--- src/rtl/vga_timing_gen.sv ---
// 640x480@60 VGA timing generator running on clk and stepped by the pix_stb enable.
// Sync/active levels are computed from the next counter values, so they line up with x/y.
module vga_timing_gen #(
  parameter int H_ACTIVE = 640,
  parameter int H_FP     = 16,
  parameter int H_SYNC   = 96,
  parameter int H_BP     = 48,
  parameter int V_ACTIVE = 480,
  parameter int V_FP     = 10,
  parameter int V_SYNC   = 2,
  parameter int V_BP     = 33,
  parameter int SYNC_POL = 0
) (
  input  logic       clk,
  input  logic       rst,
  input  logic       pix_stb,
  output logic       hsync,
  output logic       vsync,
  output logic       active,
  output logic [9:0] x,
  output logic [9:0] y,
  output logic       line_end,
  output logic       frame_end,
  output logic       animate
);

  localparam int H_TOTAL = H_ACTIVE + H_FP + H_SYNC + H_BP;
  localparam int V_TOTAL = V_ACTIVE + V_FP + V_SYNC + V_BP;

  localparam logic [9:0]  H_LAST  = 10'(H_TOTAL - 1);
  localparam logic [9:0]  V_LAST  = 10'(V_TOTAL - 1);
  localparam logic [9:0]  H_ALAST = 10'(H_ACTIVE - 1);
  localparam logic [9:0]  V_ALAST = 10'(V_ACTIVE - 1);

  // Region bounds held at 11 bits: a sync end can sit exactly at 1024.
  localparam logic [10:0] H_ACT_END = 11'(H_ACTIVE);
  localparam logic [10:0] HS_START  = 11'(H_ACTIVE + H_FP);
  localparam logic [10:0] HS_END    = 11'(H_ACTIVE + H_FP + H_SYNC);
  localparam logic [10:0] V_ACT_END = 11'(V_ACTIVE);
  localparam logic [10:0] VS_START  = 11'(V_ACTIVE + V_FP);
  localparam logic [10:0] VS_END    = 11'(V_ACTIVE + V_FP + V_SYNC);

  localparam logic SYNC_ON = (SYNC_POL != 0);

  logic       h_wrap, v_wrap;
  logic [9:0] h_nxt, v_nxt;
  logic [10:0] h_nxt_w, v_nxt_w;
  logic       hs_nxt, vs_nxt, act_nxt, anim_hit;

  always_comb begin
    h_wrap   = (x == H_LAST);
    v_wrap   = (y == V_LAST);
    h_nxt    = h_wrap ? 10'd0 : x + 10'd1;
    v_nxt    = y;
    if (h_wrap)
      v_nxt  = v_wrap ? 10'd0 : y + 10'd1;
    h_nxt_w  = {1'b0, h_nxt};
    v_nxt_w  = {1'b0, v_nxt};
    hs_nxt   = (h_nxt_w >= HS_START) && (h_nxt_w < HS_END);
    vs_nxt   = (v_nxt_w >= VS_START) && (v_nxt_w < VS_END);
    act_nxt  = (h_nxt_w < H_ACT_END) && (v_nxt_w < V_ACT_END);
    // Leaving the last visible pixel of the frame opens vertical blanking.
    anim_hit = (x == H_ALAST) && (y == V_ALAST);
  end

  always_ff @(posedge clk) begin
    if (rst) begin
      x         <= '0;
      y         <= '0;
      active    <= 1'b1;
      hsync     <= ~SYNC_ON;
      vsync     <= ~SYNC_ON;
      line_end  <= 1'b0;
      frame_end <= 1'b0;
      animate   <= 1'b0;
    end else begin
      line_end  <= 1'b0;
      frame_end <= 1'b0;
      animate   <= 1'b0;
      if (pix_stb) begin
        x         <= h_nxt;
        y         <= v_nxt;
        active    <= act_nxt;
        hsync     <= hs_nxt ? SYNC_ON : ~SYNC_ON;
        vsync     <= vs_nxt ? SYNC_ON : ~SYNC_ON;
        line_end  <= h_wrap;
        frame_end <= h_wrap && v_wrap;
        animate   <= anim_hit;
      end
    end
  end

endmodule
--- config.mk ---
export PLATFORM = sky130hd
export DESIGN_NAME = vga_timing_gen
export DESIGN_NICKNAME = d
export VERILOG_FILES = /design/src/rtl/vga_timing_gen.sv
export SDC_FILE = /design/constraint.sdc
export NUM_CORES = 1
export LEC_CHECK = 0
export ABC_AREA = 1
export BUFFER_PORTS_ARGS = -buffer_cell sky130_fd_sc_hd__buf_2
export CAP_MARGIN = 20
export CELL_PAD_IN_SITES_DETAIL_PLACEMENT = 1
export CELL_PAD_IN_SITES_GLOBAL_PLACEMENT = 2
export CORE_MARGIN = 1
export CORE_UTILIZATION = 31
export CTS_BUF_LIST = sky130_fd_sc_hd__clkbuf_2 sky130_fd_sc_hd__clkbuf_4 sky130_fd_sc_hd__clkbuf_8
export CTS_CLUSTER_DIAMETER = 200
export CTS_CLUSTER_SIZE = 40
export DETAILED_ROUTE_END_ITERATION = 7
export GPL_ROUTABILITY_DRIVEN = 0
export PLACE_DENSITY = 0.83
export SLEW_MARGIN = 5
export SYNTH_ARGS = -nofsm -noshare
export SYNTH_HDL_FRONTEND = slang
export SYNTH_SLANG_ARGS = --single-unit
--- constraint.sdc ---
create_clock -name clk -period 2.2 [get_ports clk]
set_input_delay 0.55 -clock clk [delete_from_list [all_inputs] [get_ports clk]]
set_output_delay 0.55 -clock clk [all_outputs]
set_load 0.01 [all_outputs]
* After elaboration in Yosys (flattened, before gate mapping)
Cells that the tools add are included.
** Word-level totals
- Flip-flop bits (word level) :: 26
** Operators by class
- Add/sub/neg operators :: 2
- Reduce and logical (&&, ||, !) cells :: 6
- Magnitude comparators :: 6
- Muxes and demuxes :: 5
- Bitwise gates (word level) :: 1
- Equal/unequal tests :: 4
** Operators with widths (number)
- 10-bit == test, second input constant :: 3
- 10-bit two-way mux :: 3
- 10-bit by 1-bit adder with 10-bit output, second input constant :: 2
- 10-bit < comparator, second input constant :: 2
- 10-bit by 9-bit < comparator with 1-bit output, second input constant :: 2
- 10-bit by 9-bit == test with 1-bit output, second input constant :: 1
- 10-bit >= comparator, second input constant :: 1
- 10-bit by 9-bit >= comparator with 1-bit output, second input constant :: 1
- 1-bit logical AND :: 5
- 1-bit two-way mux :: 2
- 2-bit OR reduction :: 1
- 1-bit inverter :: 1

* Depth between registers and ports, before layout
Gate-level depths: netlist of run 1.
- Depth after elaboration :: 6
- Mapped depth :: 14
- Gate-level depth less buffers :: 14

* Worst setup path before layout of run 1
No wires, ideal clock.
- Kind :: reg2reg
- Start :: register x[0]
- End :: register vsync
- Library setup time :: 115 ps
- Cell stages (with the launch flop) :: 13
- Data required time :: 2085 ps
- Arrival time :: 1564 ps
- Slack :: 521 ps
- Buffers on the path :: 0
- Cell sequence :: dfxtp_1 > ha_1 > nand2_2 > nor2_4 > inv_2 > nor2_8 > nand3_2 > nand2_1 > nand3_1 > nor2_1 > nand2_1 > nand2_1 > nand2_1
** Between the ends
- Longest elaborated chain between the ends :: 5
- Elaborated cells between the ends (all ways) :: 6
- Classes of those cells :: 2 x order compare; 1 x eq/ne; 2 x mux; 1 x reduce/logical
** Ends and longest elaborated chain
- start: declaration :: RTL line 20 : output logic [9:0] x,
- start signal: assignment :: RTL line 81 : x <= h_nxt;
- 10-bit == test (*) :: RTL line 51 : h_wrap = (x == H_LAST);
- 10-bit two-way mux (*) :: RTL line 55 : if (h_wrap)
- 10-bit by 9-bit >= comparator with 1-bit output or 10-bit by 9-bit < comparator with 1-bit output (tied branches) :: RTL line 60 : vs_nxt = (v_nxt_w >= VS_START) && (v_nxt_w < VS_END);
- 1-bit logical AND (*) :: RTL line 60
- 1-bit two-way mux (*) :: RTL line 85 : vsync <= vs_nxt ? SYNC_ON : ~SYNC_ON;
- end signal: assignment :: RTL line 72 : vsync <= ~SYNC_ON;
- end signal: assignment :: RTL line 85
- end: declaration :: RTL line 18 : output logic vsync,
Mark *: on every way between the ends. The rest lies on a longest branch, timed or not.
A chain may end at the register's enable or synchronous reset.

* Worst setup path in the final report of run 1
- Start :: register x[0]
- End :: register active
** Between the ends
- Longest elaborated chain between the ends :: 4
- Elaborated cells between the ends (all ways) :: 7
- Classes of those cells :: 1 x add/sub; 2 x order compare; 1 x eq/ne; 2 x mux; 1 x reduce/logical
** Ends and longest elaborated chain
- 10-bit by 1-bit adder with 10-bit output or 10-bit == test (tied branches) :: RTL line 53, 51
- 10-bit two-way mux (on tied branches) :: RTL line 53, 55
- 10-bit < comparator or 10-bit by 9-bit < comparator with 1-bit output (tied branches) :: RTL line 61 : act_nxt = (h_nxt_w < H_ACT_END) && (v_nxt_w < V_ACT_END);
- 1-bit logical AND (*) :: RTL line 61
- end signal: assignment :: RTL line 83 : active <= act_nxt;
- end: declaration :: RTL line 19 : output logic active,
Marked as above.

==> results_dict.tcl, run 1 <==
set metrics [dict create \
    drc 0 \
    firstDrtPassIters 4 \
    syn_to_final_growth_pct 15.3 \
    setup_viol 0 \
    intPower_w 0.000709 \
    p_switching_w 0.000304 \
    wl_um 5120 \
    ys.flop_type "dfxtp_1" \
    drv_cap 0 \
    drt-initial-drc-count 77 \
    worstHoldPathType "flip-flop to flip-flop" \
    synth.top_cell.area_share_pct 31.5 \
    yosysWarnings 0 \
    synth_fa_ha_area_share_pct 3.03 \
    synth_edf_count 0 \
    period_minus_slack_ps 1950 \
    slowest_stage "dfxtp_1" \
    die_area_um2 5620 \
    numCtsBuffers 3 \
    grt_max_degree 30 \
    synthTopCellsByArea "dfxtp_1 (32%), nand2_1 (15%), nor2_1 (6.6%), nand3_1 (6.1%), inv_1 (5.9%)" \
    hold_ws_ps 482 \
    holdBufCountCts 0 \
    setup_ws_ps 252 \
    port_buffers 28 \
    cp_top_family "simple AND/OR/NAND/NOR gates" \
    synth_area_um2 1650 \
    tns_ps 0 \
    rsz0062_at_grt "false" \
    synth-seq-cells 26 \
    ys_top_cells_by_count "nand2_1 (68), nor2_1 (29), dfxtp_1 (26), inv_1 (26), nand3_1 (20)" \
    h-tree-depth 1 \
    synth_simple_gate_area_share_pct 40.1 \
    grt_antenna_before_repair 0 \
    end_kind "flip-flop" \
    fin_crit_sh_pct 88.6 \
    p_comb_share_pct 15.2 \
    n_antenna_cell 0 \
    sw_frac_of_total_pct 30.0 \
    hold_viol 0 \
    final_nets 290 \
    critPathRequiredTime_ps 2380 \
    finClkSkew_ps 6.13 \
    cts.repair.resized 0 \
    path_class "flip-flop to flip-flop" \
    fillCellCount 701 \
    clkTransAtPathRegs_ps 100 \
    initial_core_util_pct 32.3 \
    cts_sinks 26 \
    grt_pass1_vias 1607 \
    muxShareOfSynthArea_pct 0 \
    synth_top_cell_by_area "dfxtp_1" \
    drtAntennaViolNets 0 \
    yosysMostFrequentCell "nand2_1" \
    worstSetupStartpointType "flip-flop" \
    multi_input_area_um2 965 \
    io_pins 29 \
    preCtsSetupSlack_ps 250 \
    die_height_um 75.0 \
    core_area_um2 5110 \
    path_buf_inv 0 \
    grt_use_total_pct 19.9 \
    syn_inst 254 \
    tightest_slew_ps 475 \
    dp_hpwl_um 3870 \
    finalInstanceArea_um2 1900 \
    synth_xor_area_share_pct 1.59 \
    cts_root_buf "clkbuf_8" \
    ys_seq_area_share_pct 31.5 \
    cp.arrival_ps 2120 \
    vias 1719 \
    avgViaCountPerCell 4.88 \
    regArea_um2 520 \
    cts_setup_buffers 0 \
    maxSlewHeadroom_pct 68.3 \
    total_leakage_power_nw 0.881 \
    maxSlewViolCount 0 \
    cts_tree "built" \
    grt_pass1_wl_um 8330 \
    clkPwrFrac_pct 32.7 \
    ir_worst_vdd_mv 0.281 \
    powerDensity_nw_per_um2 532 \
    place_area_um2 1850 \
    synth_top_family_by_area "simple AND/OR/NAND/NOR gates" \
    critPathMaxStageDelay_ps 470 \
    synth.avg_cell_area_um2 6.50 \
    worstPathCellList "ha_1 > nand2_2 > nor2_4 > nand2_1 > o21ai_1 > nand3_1 > a21oi_1 > nor2_1 > o21ai_0 > nand2_1" \
    crit_top_cell "nand2_1" \
    finalPower_w 0.00101 \
    seqPwrFrac_pct 52.1 \
    critPathMaxFanout 8 \
    wl_per_cell_um 14.5 \
    synth_cell_type_count 32 \
    async_flop_share_pct 0 \
    insertion_delay_ps 280 \
    synth_nets 261 \
    fp.dieW_um 75.0 \
    clockBufferDepth 2 \
    max_freq_mhz 513 \
    grt-ovfl-total 0 \
    rows 26 \
    synth_compound_gate_area_share_pct 13.7 \
    drive_above_1_share_pct 19.1 \
    outcome "complete, no violations" \
]
[layout by cell type, fill, tap and decap left out, types with 2 or more instances in the layout]
cell type and count:
buf_2 28, xor2_1 3, or2_2 2, dfxtp_1 26, nor4_1 2, nand2_1 68
nor2_1 29, nand3_2 2, nand4_1 8, clkbuf_8 4, nand2_2 2, o21ai_1 3
a21oi_1 16, buf_4 3, nor2_4 2, inv_2 4, inv_1 26, nor2_2 4
ha_1 4, nand3_1 20, o21ai_0 16, nor3_1 2
[sequential cells by signal (all words and copies together) (netlist names)]
register,count
animate,1
active,1
hsync,1
frame_end,1
y,10
line_end,1
vsync,1
x,10
[final timing paths]
path / startpoint / endpoint / slack [ps] / cells after the start
setup / recovery: x[0] / active / 250 / 10
hold / removal: vsync / vsync / 480 / 2
setup reg to reg: x[0] / active / 250 / 10
hold reg to reg: vsync / vsync / 480 / 2
[power by group through the flow]
stage | clock network (W) | registers (W) | logic, W
global placement | 0 | 0.000539 | 0.000154
detailed placement | 0 | 0.000539 | 0.000156
CTS | 0.000341 | 0.000528 | 0.000157
floorplan | 0 | 0.000541 | 0.0000959
global route | 0.000360 | 0.000532 | 0.000178
finish | 0.000331 | 0.000527 | 0.000154
[metrics by stage]
step | cells | util, %
3_3_place_gp | 348 | 36.2
4_1_cts | 352 | 37.3
2_1_floorplan | 254 | -
6_report | 352 | 37.3
5_1_grt | 352 | 37.3
3_5_place_dp | 348 | 36.2
[area by class of cell]
cell class / count / area share [%]
multi-input combinational: 191 / 50.7
timing repair buffer: 31 / 8.55
inverter: 30 / 5.92
clock buffer: 4 / 2.89
tap: 70 / 4.60
sequential: 26 / 27.4
[kinds of logic after synthesis]
logic type / count (synthesis)
AO/OA/AOI/OAI: 41
XOR/XNOR: 3
adder cells (fa/ha/maj): 4
buffers and inverters: 37
flip-flops: 26
AND/OR/NAND/NOR: 143
[tightest hold or removal path: stages (launching register included)]
cell and delay (ps):
dfxtp_1 340, a21oi_1 60, nand2_1 50
[metal layers]
metal | vias up | track usage, % | wire length, um
met2 | 28 | 29.2 | 2230
met1 | 803 | 31.1 | 2680
met3 | 4 | 2.14 | 160
met5 | - | 0 | 0
met4 | 0 | 4.19 | 49
li1 | 884 | - | -
No activity file was read; power rests on OpenSTA's default activity.
==> inputs of run 2 (changes only) <==
Settings changed: CORE_UTILIZATION 31 to 23, PLACE_DENSITY 0.83 to 0.65.
==> run 2 against run 1 <==
Effect of this change:
- sequential power barely moved
- global-route usage fell by 4.2 points
- combinational power rose by 6%
- register-to-register slack barely moved
- hold slack got worse by 2.5 ps
- clock skew fell by 3.9 ps
- via count fell by 0.64%
- die area rose by 34%
- total power fell by 3.7%
- sequential share of layout area fell by 0.82 points
- critical path type unchanged
- largest cell class unchanged
- largest power group unchanged
==> results_dict.tcl, run 2 (synthesized netlist as in run 1, its figures left out) <==
set metrics [dict create \
    n_antenna_cell 0 \
    cp.arrival_ps 2120 \
    clkPwrFrac_pct 29.1 \
    total_leakage_power_nw 0.905 \
    clkTransAtPathRegs_ps 100 \
    holdBufCountCts 0 \
    final_util_pct 28.6 \
    intPower_w 0.000676 \
    dp_hpwl_um 4300 \
    grt_use_total_pct 15.8 \
    grt_pass1_vias 1638 \
    cts_tree "built" \
    numCtsBuffers 3 \
    p_switching_w 0.000300 \
    preCtsSetupSlack_ps 207 \
    maxSlewViolCount 0 \
    cts_sinks 26 \
    wl_um 5560 \
    io_pins 29 \
    wl_per_cell_um 14.6 \
    firstDrtPassIters 4 \
    sw_frac_of_total_pct 30.7 \
    grt-ovfl-total 0 \
    cts_root_buf "clkbuf_8" \
    worstSetupStartpointType "flip-flop" \
    die_height_um 86.7 \
    clockBufferDepth 2 \
    die_area_um2 7520 \
    fp.dieW_um 86.7 \
    setup_ws_ps 260 \
    fin_crit_sh_pct 88.2 \
    ir_worst_vdd_mv 0.183 \
    path_class "flip-flop to flip-flop" \
    rows 30 \
    tightest_slew_ps 478 \
    reg.largest.list "x: 10 flops, y: 10 flops" \
    max_freq_mhz 516 \
    final_common_cell "nand2_1" \
    seqPwrFrac_pct 54.1 \
    avgViaCountPerCell 4.48 \
    p_comb_share_pct 16.8 \
    port_buffers 28 \
    grt_antenna_before_repair 0 \
    drive_above_1_share_pct 20.4 \
    finalPower_w 0.000975 \
    grt_pass1_wl_um 8980 \
    worstHoldPathType "flip-flop to flip-flop" \
    cts.repair.resized 0 \
    drv_cap 0 \
    powerDensity_nw_per_um2 496 \
    h-tree-depth 1 \
    end_kind "flip-flop" \
    initial_core_util_pct 24.0 \
    drt-initial-drc-count 70 \
    hold_viol 0 \
    critPathRequiredTime_ps 2380 \
    drtAntennaViolNets 0 \
    finClkSkew_ps 2.19 \
    final_cell_mix "nand2_1 (68), nor2_1 (29), buf_2 (28), inv_1 (26), dfxtp_1 (25)" \
    core_area_um2 6870 \
    insertion_delay_ps 270 \
    dp_cells 378 \
    drc 0 \
    rr_worst_depth 12 \
    critPathMaxFanout 7 \
    vias 1708 \
    grt_max_degree 30 \
    fin_cells 381 \
    hold_depth 2 \
    syn_to_final_growth_pct 19.2 \
    setup_viol 0 \
    period_minus_slack_ps 1940 \
    cts_setup_buffers 0 \
    outcome "complete, no violations" \
    maxSlewHeadroom_pct 68.1 \
    final_nets 294 \
]
-- run 2: cell types whose count changed in the layout (fill, tap and decap cells not counted) --
| cell | change |
|---|---|
| clkbuf_8 | -1 |
| nand4_2 | -1 |
| nor2_2 | -1 |
| nand4_4 | +1 |
| buf_4 | +4 |
| dfxtp_2 | +1 |
| dfxtp_1 | -1 |
| nor2_4 | +1 |
-- run 2: layout make-up --
| cell class | count | area (um2) |
|---|---|---|
| clock buffer | 3 | 41.3 |
| fill | 886 | 4900 |
| inverter | 30 | 113 |
| multi-input combinational | 191 | 978 |
| sequential | 26 | 522 |
| tap | 96 | 120 |
| timing repair buffer | 35 | 193 |
-- run 2: worst max-delay path, cell delays in order (launching register included) --
cell and delay, ps:
dfxtp_1 430, ha_1 210, nand2_2 100, nor2_4 180, inv_2 100, nor2_8 190
nand3_2 90, nand2_1 100, nand3_1 120, nor2_1 150, nand2_1 60, nand2_1 50
nand2_1 50
-- run 2: worst paths after layout --
path / start / slack [ps] / endpoint
setup / recovery: x[1] / 260 / vsync
hold / removal: hsync / 480 / hsync
setup reg to reg: x[1] / 260 / vsync
hold reg to reg: hsync / 480 / hsync
-- run 2: power by group through the flow --
stage	registers (W)	clock network [W]	logic (W)
after floorplan	0.000541	0	0.0000959
after global placement	0.000539	0	0.000163
after detailed placement	0.000539	0	0.000164
after CTS	0.000528	0.000308	0.000165
after global routing	0.000534	0.000323	0.000187
final	0.000528	0.000284	0.000164
-- run 2: per-layer routing --
layer	vias to the layer above	part of all wire (%)	track usage (%)
met3	2	2.5	1.43
met1	787	53	23.4
li1	894	-	-
met4	0	0.68	3.64
met5	-	0	0
met2	25	44	24.6
-- run 2: per-stage QoR --
step                cell area, um2  hold slack [ps]  TNS, ps
finish                        1970              479        0
global route                  1970              503    -1.96
CTS                           1950              486        0
detailed placement            1910              455        0
global placement              1910              453        0
floorplan                     1650              509        0
==> inputs of run 3 (changes only) <==
Settings changed: MAX_ROUTING_LAYER set to met4, PLACE_DENSITY 0.65 to 0.67.
Clock period 2.2 ns to 1.6 ns, I/O delays scaled along.
==> run 3 against run 2 <==
Effect of this change:
- the run now ends with setup timing left
- count of clock-buffer cells in the layout stayed put
- sequential cell count unchanged
- non-clock buffer count grew 58
==> results_dict.tcl, run 3 (synthesized netlist as in run 1, its figures left out) <==
set metrics [dict create \
    outcome "finished, violations left" \
    failed_checks "setup timing" \
    wl_um 6290 \
    reg.largest.list "x: 10 flops, y: 10 flops" \
    ir_worst_vdd_mv 0.365 \
    core_area_um2 6870 \
    avgViaCountPerCell 4.54 \
    rows 30 \
    grt_antenna_before_repair 0 \
    finalPower_w 0.00145 \
    powerDensity_nw_per_um2 560 \
    die_area_um2 7520 \
    wl_per_cell_um 14.3 \
    cts_sinks 26 \
    dp_hpwl_um 4860 \
    cts_tree "built" \
    clkPwrFrac_pct 27.4 \
    final_util_pct 37.7 \
    initial_core_util_pct 24.0 \
    holdBufCountCts 0 \
    final_common_cell "buf_4" \
    die_height_um 86.7 \
    io_pins 29 \
    p_comb_share_pct 22.9 \
    path_class "flip-flop to flip-flop" \
    clkTransAtPathRegs_ps 100 \
    port_buffers 28 \
    finClkSkew_ps 7.63 \
    numCtsBuffers 3 \
    critPathMaxFanout 3 \
    syn_to_final_growth_pct 56.8 \
    hold_viol 0 \
    sw_frac_of_total_pct 31.4 \
    setup_viol 3 \
    period_minus_slack_ps 1630 \
    tightest_slew_ps 302 \
    p_switching_w 0.000455 \
    drt-initial-drc-count 62 \
    cts_root_buf "clkbuf_8" \
    drv_cap 0 \
    grt_use_total_pct 18.1 \
    grt_pass1_vias 1956 \
    insertion_delay_ps 280 \
    grt-ovfl-total 0 \
    drive_above_1_share_pct 45.8 \
    max_freq_mhz 614 \
    fin_crit_sh_pct 102 \
    seqPwrFrac_pct 49.6 \
    vias 1993 \
    final_cell_mix "buf_4 (64), nand2_1 (59), buf_2 (28), inv_1 (25), nor2_1 (22)" \
    rsz0062_at_grt "true" \
    total_leakage_power_nw 1.22 \
    intPower_w 0.000994 \
    fp.dieW_um 86.7 \
    h-tree-depth 1 \
    worstHoldPathType "input port to flip-flop" \
    grt_pass1_wl_um 10100 \
    grt_max_degree 30 \
    clockBufferDepth 2 \
    firstDrtPassIters 4 \
    drtAntennaViolNets 0 \
    final_nets 352 \
    end_kind "flip-flop" \
    n_antenna_cell 0 \
    setup_ws_ps -28.6 \
    worstSetupStartpointType "flip-flop" \
    drc 0 \
    critPathRequiredTime_ps 1770 \
    maxSlewHeadroom_pct 79.9 \
    maxSlewViolCount 0 \
    cp.arrival_ps 1800 \
]
run 3: worst max-delay path: stages (launching register included):
cell and delay (ps):
dfxtp_4 370, ha_4 160, buf_4 140, inv_1 90
nor2_4 50, nand2_1 60, nand2_1 40, nand2_1 90
nand2_2 60, nand2_2 80, nand3_2 90, nor2_2 130
nand2_1 60, nand2_1 60, nand2_1 50
run 3: metrics by stage:
step	setup TNS [ps]	worst slack [ps]	std cells	hold WS, ps	area, um2
3_3_place_gp	-371	-190	428	457	2290
4_1_cts	-59.8	-30.4	435	369	2500
2_1_floorplan	0	16.4	254	503	1650
3_5_place_dp	-607	-214	428	455	2290
5_1_grt	-737	-165	439	366	2590
6_report	-47.7	-28.6	439	361	2590
run 3: timing repair:
item,4_1_cts,5_1_grt
pin swaps,18,12
gates resized for setup,36,18
setup endpoints to repair,11,12
setup buffers,4,4
run 3: worst paths after layout:
check / slack (ps) / depth (start not counted) / to / startpoint
max: -30 / 14 / vsync / y[1]
min: 360 / 2 / x[2] / rst
max reg2reg: -30 / 14 / vsync / y[1]
min reg2reg: 490 / 2 / hsync / hsync
run 3: area by class of cell:
cell class,instances,area (um2)
fill,864,4280
multi-input combinational,191,1140
timing repair buffer,93,632
sequential,26,537
tap,96,120
inverter,30,115
clock buffer,3,41.3
run 3: power by group through the flow:
stage	registers (W)	clock network [W]	logic, W
2_1_floorplan	0.000745	0	0.000132
3_3_place_gp	0.000730	0	0.000305
3_5_place_dp	0.000731	0	0.000306
4_1_cts	0.000718	0.000409	0.000325
5_1_grt	0.000724	0.000428	0.000365
6_report	0.000719	0.000398	0.000332
run 3: per-layer routing:
metal	wire length (um)	vias up	GRT usage, %	share of wire, %
li1	-	1005	-	-
met1	3130	960	24.3	50
met2	3000	22	29.3	48
met3	77	6	1.71	1.2
met4	87	0	4.39	1.4
met5	0	-	-	0
